--- config.mk ---
export PLATFORM = sky130hd
export DESIGN_NAME = pipe_phase_gen
export DESIGN_NICKNAME = d
export VERILOG_FILES = /design/src/rtl/pipe_ctrl_pkg.sv /design/src/rtl/clk_div_core.sv /design/src/rtl/pipe_phase_gen.sv
export SDC_FILE = /design/constraint.sdc
export NUM_CORES = 1
export LEC_CHECK = 0
export ABC_CLOCK_PERIOD_IN_PS = 3320
export BUFFER_PORTS_ARGS = -buffer_cell sky130_fd_sc_hd__buf_2
export CAP_MARGIN = 5
export CORE_ASPECT_RATIO = 0.6
export CORE_UTILIZATION = 40
export CTS_BUF_LIST = sky130_fd_sc_hd__clkbuf_4 sky130_fd_sc_hd__clkbuf_8
export CTS_CLUSTER_SIZE = 20
export DETAILED_ROUTE_END_ITERATION = 8
export PLACE_DENSITY = 0.56
export SETUP_SLACK_MARGIN = 0.3
export SYNTH_ARGS = -nofsm -noshare
export SYNTH_HDL_FRONTEND = slang
export SYNTH_HIERARCHICAL = 1
export SYNTH_SLANG_ARGS = --single-unit
--- constraint.sdc ---
create_clock -name sys_clk -period 3.32 [get_ports sys_clk]
set_input_delay 0.166 -clock sys_clk [delete_from_list [all_inputs] [get_ports sys_clk]]
set_output_delay 0.166 -clock sys_clk [all_outputs]
set_load 0.01 [all_outputs]
--- src/rtl/pipe_ctrl_pkg.sv ---
// pipe_ctrl_pkg: shared pipeline control state encoding and default sizes
package pipe_ctrl_pkg;
  localparam int DIV_W_DEF = 8;
  localparam int NUM_STAGES_DEF = 4;
  typedef enum logic [1:0] {
    IDLE  = 2'd0,
    RUN   = 2'd1,
    DRAIN = 2'd2,
    STEP  = 2'd3
  } pipe_state_e;
endpackage

--- src/rtl/clk_div_core.sv ---
// clk_div_core: programmable 50%-duty divider producing whole control-clock periods on request
module clk_div_core import pipe_ctrl_pkg::*; #(
  parameter int DIV_W = DIV_W_DEF
) (
  input  logic             sys_clk,
  input  logic             reset_n,
  input  logic             en,
  input  logic [DIV_W-1:0] div_i,
  output logic             cntl_clk,
  output logic             cntl_tick,
  output logic             div_err,
  output logic             active,
  output logic             period_start,
  output logic             period_end
);
  logic [DIV_W-1:0] div_q;
  logic [DIV_W-1:0] phase_cnt;
  logic             last;
  assign last         = phase_cnt == div_q - 1'b1;
  assign period_end   = active && !cntl_clk && last;
  assign period_start = en && (!active || period_end);
  // a new period starts only from idle or exactly at the end of a low phase
  always_ff @(posedge sys_clk or negedge reset_n)
    if (!reset_n) begin
      cntl_clk  <= 1'b0;
      cntl_tick <= 1'b0;
      div_err   <= 1'b0;
      active    <= 1'b0;
      phase_cnt <= '0;
      div_q     <= DIV_W'(1);
    end else if (period_start) begin
      cntl_clk  <= 1'b1;
      cntl_tick <= 1'b1;
      active    <= 1'b1;
      phase_cnt <= '0;
      div_q     <= (div_i == '0) ? DIV_W'(1) : div_i;
      div_err   <= div_i == '0;
    end else begin
      cntl_tick <= 1'b0;
      if (active) begin
        phase_cnt <= last ? '0 : phase_cnt + 1'b1;
        if (last) begin
          cntl_clk <= 1'b0;
          active   <= cntl_clk;
        end
      end
    end
endmodule

--- src/rtl/pipe_phase_gen.sv ---
// pipe_phase_gen: control clock, stage-enable ring and run/stop/step control for the pipeline
module pipe_phase_gen import pipe_ctrl_pkg::*; #(
  parameter int DIV_W      = DIV_W_DEF,
  parameter int NUM_STAGES = NUM_STAGES_DEF,
  parameter int IDX_W      = 2
) (
  input  logic                  sys_clk,
  input  logic                  reset_n,
  input  logic                  run_i,
  input  logic                  step_i,
  input  logic [DIV_W-1:0]      div_i,
  output logic                  cntl_clk,
  output logic                  cntl_tick,
  output logic [NUM_STAGES-1:0] stage_en,
  output logic [IDX_W-1:0]      stage_idx,
  output logic                  busy,
  output logic                  div_err
);
  pipe_state_e state, state_nxt;
  logic        en, active, period_start, period_end, done;
  clk_div_core #(.DIV_W(DIV_W)) u_core (
    .sys_clk     (sys_clk),
    .reset_n     (reset_n),
    .en          (en),
    .div_i       (div_i),
    .cntl_clk    (cntl_clk),
    .cntl_tick   (cntl_tick),
    .div_err     (div_err),
    .active      (active),
    .period_start(period_start),
    .period_end  (period_end)
  );
  assign done     = period_end || !active;
  assign busy     = state != IDLE;
  assign stage_en = busy ? NUM_STAGES'(1) << stage_idx : '0;
  // next state and period request; DRAIN behaves as RUN with run_i low
  always_comb begin
    state_nxt = state;
    en        = 1'b0;
    case (state)
      IDLE:       state_nxt = run_i ? RUN : step_i ? STEP : IDLE;
      RUN, DRAIN: begin
        en        = run_i;
        state_nxt = run_i ? RUN : done ? IDLE : DRAIN;
      end
      STEP: begin
        en        = run_i || !active;
        state_nxt = period_end ? (run_i ? RUN : IDLE) : STEP;
      end
      default:    state_nxt = IDLE;
    endcase
  end
  // state register and stage ring; the first tick after IDLE keeps the stored stage
  always_ff @(posedge sys_clk or negedge reset_n)
    if (!reset_n) begin
      state     <= IDLE;
      stage_idx <= '0;
    end else begin
      state <= state_nxt;
      if (period_start && active)
        stage_idx <= (stage_idx == IDX_W'(NUM_STAGES - 1)) ? '0 : stage_idx + 1'b1;
    end
endmodule

==> flow_summary.toml, run 1 <==
[worst_hold_path]
hold_path_class = "in -> reg"

[critical_path]
crit_type = "reg -> reg"
cp_data_arrival_time_ps = 2940
end_kind = "flop"
critPathRequiredTime_ps = 3480
cp_common_cell = "buf_4"
cp_max_fo = 10
crit_slowest_cell = "dfstp_2"
cp-start-kind = "flop"
cp_slowest_stage_delay_ps = 580
crit_chain = "inv_1 > ha_1 > nor3b_1 > xor2_1 > nor3_1 > o2111ai_2 > buf_4 > o32ai_4 > buf_4 > mux2_2"

[power_and_ir_drop]
p_leak_uw = 0.0007760
vdd_drop_max_mv = 0.3620
p_total_uw = 1499
p_per_area_mw_per_mm2 = 854.7

[layout]
diodes = 0
drive_above_1_share_pct = 24.31
fin_util_pct = 51.54
synthToLayoutAreaGrowth_pct = 17.52
nets = 203
layout_common_cells = "dfrtp_1 (23), buf_2 (21), nand2_1 (17), inv_1 (12), nor2_1 (11)"
fillCellCount = 318
final_common_cell = "dfrtp_1"

[floorplan]
core_mm2 = 0.003403
rows = 16
chipHeight_um = 49.32
start_util_pct = 43.86
die_area_mm2 = 0.003988
pin_count = 22
die_x_um = 80.87

[timing]
maxSlewViolCount = 0
finClkSkew_ps = 2.335
tightest_slew_ps = 642.4
timing.fmax_ghz = 0.3590
slew-limit-headroom_pct = 57.18
finalHoldViolCount = 0
grt_setup_unrepaired = "no"
hold_slack_ps = 144.3
min_period_ps = 2786
fin_crit_sh_pct = 83.90
finalSetupViolCount = 0
tns_ps = 0

[synthesis]
avgSynthCellArea_um2 = 9.756
syn_nets = 174
seq_area_frac_synth_pct = 40.32
synth_cell_types = 39
ys_warn_count = 6
ys_ff_latch = 24
synthesis.area_mm2 = 0.001493
syn_inst = 153

[clock_tree]
clock_sinks = 24
cts_buffers = 3
clock_latency_ps = 260
clk_pin_slew_ps = 90
ctsRootBufferMaster = "clkbuf_8"
htreeDepth = 1
cts_tree = "done"
clk_path_buf_depth = 2

[placement]
dp_hpwl_um = 2382
place_congestion = 0.8574
numPortBuffers = 21

[global_routing]
grt_max_degree = 25
antenna_found_initial = 0
grt_pass1_wl_um = 5382
grt_pass1_vias = 1101
grtUsageTotal_pct = 17.76
grt_overflow = 0

[routing]
viasPerCell = 5.305
routed_wl_um = 3067
postRouteAntennaNets = 0
vias = 1199
drc = 0
first_iter_violations = 75
firstDrtPassIters = 4
wl_per_cell_um = 13.57

[flow_run]
max_cap_viol_count = 0

[outcome]
status = "finished clean"
-- registers in the layout (all words and copies together) (netlist names) --
signal / cells
u_core/phase_cnt: 8
stage_idx: 2
u_core/div_err: 1
u_core/div_q: 8
u_core/cntl_tick: 1
u_core/active: 1
state: 2
u_core/cntl_clk: 1
-- metal layers --
| metal | routed length, um | track usage (%) | vias to the layer above |
|---|---|---|---|
| met1 | 1681 | 29.44 | 563 |
| met3 | 171 | 3.925 | 2 |
| met4 | 17 | 1.786 | 0 |
| met2 | 1197 | 23.39 | 39 |
| met5 | 0 | 0 | - |
| li1 | - | - | 595 |
-- metrics by stage --
stage                     std cells  setup WS, ps  cell area [um^2]
after floorplan                 153         635.0              1493
after global placement          219         647.3              1658
after detailed placement        219         553.4              1658
after CTS                       224         538.7              1739
after global routing            226         340.8              1754
final                           226         534.4              1754
-- report_power, final --
group          total [uW]  switching, uW  leakage, uW  internal, uW
sequential            571            164     0.000297           408
clock                 256           94.5    0.0000357           161
combinational         672            365     0.000444           307
-- critical path, delay by kind of cell (launching register included) --
| kind | cells | cell delay [ps] |
|---|---|---|
| mux | 1 | 350 |
| xor+xnor | 1 | 160 |
| fa+ha+maj | 1 | 260 |
| simple gates | 2 | 380 |
| buf+inv | 3 | 490 |
| compound gates | 2 | 460 |
| flops | 1 | 580 |
-- worst paths after layout --
check,cells past startpoint,slack [ps],to,from
max,10,530,u_core/div_q[6],u_core/div_q[0]
min,2,140,u_core/div_q[3],div_i[3]
max reg2reg,10,530,u_core/div_q[6],u_core/div_q[0]
min reg2reg,1,510,u_core/div_err,u_core/div_err
max in group asynchronous,2,2530,u_core/div_q[0],reset_n
min in group asynchronous,2,420,u_core/phase_cnt[4],reset_n
-- timing repair --
action,CTS,global route
endpoints found under the hold margin,23,0
resized for setup,0,0
endpoints found under the setup margin,0,1
hold buffers,1,0
setup buffers,0,2
-- synthesized netlist by cell type, drive strengths merged --
cell     count  share of area, %
a211o        1              0.59
a21o         2               1.0
a21oi        3               1.0
a311oi       1               1.0
a31oi        2              0.84
and2         1              0.42
and3         1              0.42
clkbuf       1              0.25
dfrtp       23                39
dfstp        1               1.8
ha           9               7.5
inv         12               3.0
mux2         9               7.0
mux2i        1              0.67
nand2       17               4.3
nand2b       2              0.84
nand3        4               1.3
nor2        11               2.8
nor2b        5               2.1
nor3         5               1.7
nor3b        1              0.50
nor4         4               2.1
o2111ai      2               1.6
o211ai       6               3.0
o21ai        8               2.7
o22ai        1              0.42
o2bb2ai      1              0.59
o311ai       1              0.59
o31ai        1              0.50
o32ai        1               1.8
or2          1              0.42
or3          1              0.50
or4          1              0.50
xnor2        8               4.7
xor2         5               2.9
-- cells by family after synthesis --
family,Yosys count,share of synthesized area [%]
flip-flops,24,40.32
multiplexers,10,7.712
XOR/XNOR,13,7.628
AND/OR/NAND/NOR,54,17.86
AO/OA/AOI/OAI,30,15.67
adder cells (fa/ha/maj),9,7.544
buffers and inverters,13,3.269
-- layout make-up --
class | count | area [um^2] | share of cell area (%)
clock buffers | 3 | 41.29 | 2.354
flip-flops and latches | 24 | 601.8 | 34.31
multi-input cells | 116 | 842.1 | 48.00
repair buffers | 25 | 137.6 | 7.846
inverters | 12 | 45.04 | 2.568
well taps | 45 | 56.30 | 3.210
clock inverters | 1 | 30.03 | 1.712
(Power assumes the default switching activity.)
==> inputs of run 2 (changes only) <==
- ABC_CLOCK_PERIOD_IN_PS: 3320 -> 2700
- clock period: 3.32 -> 2.7 ns (I/O delays scaled with it)
==> run 2 against run 1 <==
Maximum frequency increased by 13%; non-clock buffer count increased by 17; critical path depth unchanged; count of clock-buffer cells in the layout unchanged; sequential power increased by 15%; via count increased by 9.5%; register-to-register slack got worse by 300 ps; clock power increased by 25%; combinational power increased by 88%; routed wire length increased by 25%; clock skew increased by 2.6 ps; setup slack got worse by 300 ps; critical endpoint is now u_core/div_err; largest cell class unchanged; highest routed layer unchanged.
==> flow_summary.toml, run 2 (synthesis results as in run 1) <==
[power_and_ir_drop]
vdd_drop_max_mv = 0.4330
p_leak_uw = 0.0008927
p_per_area_mw_per_mm2 = 1108

[critical_path]
critPathRequiredTime_ps = 2860
cp_slowest_stage_delay_ps = 550
r2r_start = "u_core/div_q[0]"
reg2reg_setup_slack_ps = 240
cp-start-kind = "flop"
cp_data_arrival_time_ps = 2620
r2r-end = "u_core/div_err"
cp_common_cell = "buf_4"
end_kind = "flop"
crit_type = "reg -> reg"
rr_worst_depth = 10
crit_chain = "inv_2 > ha_4 > buf_4 > a211o_1 > a21oi_2 > a311oi_2 > buf_4 > o32ai_4 > buf_6 > mux2_4"
crit_slowest_cell = "dfstp_2"
cp_max_fo = 6

[timing]
grt_setup_unrepaired = "yes"
hold_slack_ps = 110.3
slew-limit-headroom_pct = 60.97
finClkSkew_ps = 4.939
finalHoldViolCount = 0
min_period_ps = 2461
finalSetupViolCount = 0
maxSlewViolCount = 0
tightest_slew_ps = 583.3
tns_ps = 0
fin_crit_sh_pct = 91.16
timing.fmax_ghz = 0.4063

[clock_tree]
cts_tree = "done"
ctsRootBufferMaster = "clkbuf_8"
clock_latency_ps = 270
clock_sinks = 24
clk_path_buf_depth = 2
cts_buffers = 3
htreeDepth = 1
clk_pin_slew_ps = 90

[global_routing]
grt_pass1_vias = 1227
grtUsageTotal_pct = 20.37
grt_overflow = 0
antenna_found_initial = 0
grt_max_degree = 25
grt_pass1_wl_um = 6030

[worst_hold_path]
hold_end = "u_core/div_q[6]"
min-delay-start = "div_i[6]"
hold_path_class = "in -> reg"
min_path_cells = 2

[floorplan]
die_area_mm2 = 0.003988
chipHeight_um = 49.32
core_mm2 = 0.003403
rows = 16
die_x_um = 80.87
start_util_pct = 43.86
pin_count = 22

[layout]
reg_top3 = "u_core/div_q x8, u_core/phase_cnt x8"
nets = 220
layout_common_cells = "dfrtp_1 (23), buf_2 (21), buf_4 (17), nand2_1 (16)"
drive_above_1_share_pct = 38.89
synthToLayoutAreaGrowth_pct = 35.21
fillCellCount = 283
final_common_cell = "dfrtp_1"
diodes = 0

[routing]
viasPerCell = 5.403
first_iter_violations = 60
firstDrtPassIters = 4
routed_wl_um = 3836
drc = 0
postRouteAntennaNets = 0
vias = 1313
wl_per_cell_um = 15.79

[outcome]
status = "finished clean"

[placement]
place_congestion = 0.7753
numPortBuffers = 21
dp_hpwl_um = 2585

[flow_run]
max_cap_viol_count = 0
## run 2: cell types whose count changed in the layout (fill, tap and decap cells not counted), moves of 3 or more
cell / change
buf_4: +14
mux2_2: -5
mux2_4: +5
buf_6: +3
nor3_1: -3
nor3_2: +3
## run 2: how the worst max path moves through the flow
stage                    start         endpoint  slack (ps)
6_report       u_core/div_q[0]   u_core/div_err         240
4_1_cts        u_core/div_q[0]  u_core/div_q[1]         260
5_1_grt        u_core/div_q[1]         state[0]         120
2_1_floorplan  u_core/div_q[0]     stage_idx[1]         210
3_3_place_gp   u_core/div_q[0]         state[0]         160
3_5_place_dp   u_core/div_q[1]  u_core/div_q[7]          80
## run 2: final cells by class
class / instances / area [um^2] / area share [%]
Timing Repair Buffer: 42 / 276.5 / 13.70
Multi-Input combinational cell: 116 / 967.2 / 47.92
Inverter: 12 / 45.04 / 2.232
Sequential cell: 24 / 601.8 / 29.82
Tap cell: 45 / 56.30 / 2.790
Clock inverter: 1 / 30.03 / 1.488
Clock buffer: 3 / 41.29 / 2.046
## run 2: per-layer routing
layer | share of wire, % | GRT usage [%] | up-vias
li1 | - | - | 633
met1 | 48 | 30.01 | 628
met2 | 45 | 29.41 | 50
met3 | 6.4 | 6.168 | 2
met4 | 0.34 | 3.571 | 0
met5 | 0 | 0 | -
## run 2: stage by stage
stage | total power (uW) | std cells | setup WS [ps] | utilization (%) | cell area (um^2)
4_1_cts | 2110 | 239 | 260.6 | 56.95 | 1938
3_5_place_dp | 1643 | 227 | 83.13 | 50.92 | 1733
6_report | 2237 | 243 | 238.6 | 59.30 | 2018
3_3_place_gp | 1609 | 227 | 156.1 | 50.92 | 1733
5_1_grt | 2391 | 243 | 120.1 | 59.30 | 2018
2_1_floorplan | 1317 | 153 | 206.4 | - | 1508
## run 2: repair_timing
item	4_1_cts	5_1_grt
resized for setup	14	12
setup endpoints to repair	20	20
pin swaps	4	8
setup buffers	7	4
hold buffers	1	0
hold endpoints to repair	23	0
## run 2: where the power goes
| part | switching [uW] | internal, uW |
|---|---|---|
| logic | 677 | 583 |
| registers | 155 | 501 |
| clock network | 122 | 198 |
## run 2: worst max-delay path, delay by kind of cell, from the launching register on
kind                     cells  cell delay (ps)
AO/OA/AOI/OAI                4              780
adder cells (fa/ha/maj)      1              150
buffers and inverters        4              550
flip-flops                   1              550
multiplexers                 1              310
==> inputs of run 3 (changes only) <==
- ABC_CLOCK_PERIOD_IN_PS: 2700 -> 2100
- PLACE_DENSITY: 0.56 -> 0.59
- clock period: 2.7 -> 2.1 ns (I/O delays scaled with it)
==> run 3 against run 2 <==
The flow now finishes with violations (setup timing); die area did not move; final area rose by 10%; clock power rose by 28%; count of clock-buffer cells in the layout did not move; largest cell class unchanged; largest power group unchanged.
==> flow_summary.toml, run 3 (synthesis results as in run 1) <==
[outcome]
status = "finished with violations"
violations = "setup timing"

[layout]
reg_top3 = "u_core/div_q x8, u_core/phase_cnt x8"
synthToLayoutAreaGrowth_pct = 48.70
nets = 237
final_cell_count_no_fill = 260
layout_common_cells = "buf_4 (28), dfrtp_1 (23), buf_2 (21), nand2_1 (16), inv_1 (11)"
final_common_cell = "buf_4"
diodes = 0
drive_above_1_share_pct = 46.98
fin_util_pct = 65.22

[routing]
first_iter_violations = 100
drc = 0
wl_per_cell_um = 14.95
viasPerCell = 5.162
routed_wl_um = 3887
postRouteAntennaNets = 0
firstDrtPassIters = 4
vias = 1342

[clock_tree]
htreeDepth = 1
clock_latency_ps = 270
clk_pin_slew_ps = 90
cts_tree = "done"
cts_buffers = 3
ctsRootBufferMaster = "clkbuf_8"
clk_path_buf_depth = 2
clock_sinks = 24

[power_and_ir_drop]
p_per_area_mw_per_mm2 = 1436
p_total_uw = 3187
p_leak_uw = 0.0009894
vdd_drop_max_mv = 0.5983

[timing]
finalHoldViolCount = 0
slew-limit-headroom_pct = 63.13
maxSlewViolCount = 0
finalSetupViolCount = 24
timing.fmax_ghz = 0.4030
grt_setup_unrepaired = "yes"
finClkSkew_ps = 6.853
min_period_ps = 2481
fin_crit_sh_pct = 118.2
tightest_slew_ps = 553.0
finalWorstSetupSlack_ps = -381.5

[critical_path]
critical-path-top-delay-family = "compound AO/OA/AOI/OAI gates"
crit_slowest_cell = "dfstp_2"
cp_common_cell = "buf_6"
crit_chain = "inv_2 > ha_4 > buf_6 > a211o_1 > a21oi_2 > a311oi_2 > buf_4 > o32ai_4 > buf_6 > mux2_2"
cp-start-kind = "flop"
cp_data_arrival_time_ps = 2640
critPathRequiredTime_ps = 2250
cp_max_fo = 9
cp.buffers_inverters = 4
end_kind = "flop"
crit_type = "reg -> reg"
cp_slowest_stage_delay_ps = 560

[global_routing]
grt_overflow = 0
grt_max_degree = 25
grt_pass1_vias = 1324
antenna_found_initial = 0
grt_pass1_wl_um = 6472
grtUsageTotal_pct = 21.96

[floorplan]
chipHeight_um = 49.32
die_area_mm2 = 0.003988
pin_count = 22
start_util_pct = 43.86
core_mm2 = 0.003403
die_x_um = 80.87
rows = 16

[placement]
place_congestion = 0.8139
dp_slack_ps = -411.8
placedCellCount = 244
dp_hpwl_um = 2768
numPortBuffers = 21

[worst_hold_path]
hold_path_class = "in -> reg"

[flow_run]
max_cap_viol_count = 0
==> run 3: power by group <==
group          leakage (uW)  internal [uW]  switching [uW]
registers          0.000297            645             180
clock network     0.0000357            255             155
logic              0.000657            975             977
==> run 3: worst register-to-register path, stage by stage (launching register included) <==
cell and delay (ps):
dfstp_2 560, inv_2 50, ha_4 160, buf_6 110
a211o_1 230, a21oi_2 150, a311oi_2 60, buf_4 170
o32ai_4 330, buf_6 200, mux2_2 350
==> run 3: metrics by stage <==
stage               TNS (ps)  cell area, um^2  hold slack [ps]
global placement       -5280             1861            122.8
floorplan              -4634             1508           -190.6
detailed placement     -8137             1861            125.9
finish                 -6901             2220            81.62
global route           -9088             2220            67.42
CTS                    -6748             2137            73.20
==> run 3: metal layers <==
layer / up-vias / global-route usage, % / wire (um)
met5: - / 0 / 0
met4: 0 / 3.869 / 21
met3: 4 / 6.542 / 186
met2: 28 / 30.81 / 1677
met1: 647 / 33.14 / 2002
li1: 663 / - / -
==> run 3: timing repair <==
| item | in CTS | in global routing |
|---|---|---|
| endpoints found under the setup margin | 24 | 24 |
| buffers inserted | 9 | 2 |
| hold endpoints to repair | 23 | 0 |
| resized for setup | 27 | 14 |
| hold buffers | 1 | 0 |
| pin swaps | 13 | 6 |
==> run 3: final timing paths <==
path | start | to | slack, ps | cells after the start
setup / recovery | u_core/div_q[0] | u_core/div_q[2] | -380 | 10
hold reg to reg | u_core/div_err | u_core/div_err | 530 | 1
max in group asynchronous | reset_n | u_core/div_q[0] | 1380 | 2
hold / removal | div_i[1] | u_core/div_q[1] | 80 | 2
min in group asynchronous | reset_n | state[0] | 350 | 2
setup reg to reg | u_core/div_q[0] | u_core/div_q[2] | -380 | 10
==> run 3: layout make-up <==
class                           count  area (um^2)
Sequential cell                    24        601.8
Clock inverter                      1        30.03
Timing Repair Buffer               59        426.7
Multi-Input combinational cell    116         1018
Inverter                           12        45.04
Fill cell                         265         1184
Clock buffer                        3        41.29
Tap cell                           45        56.30
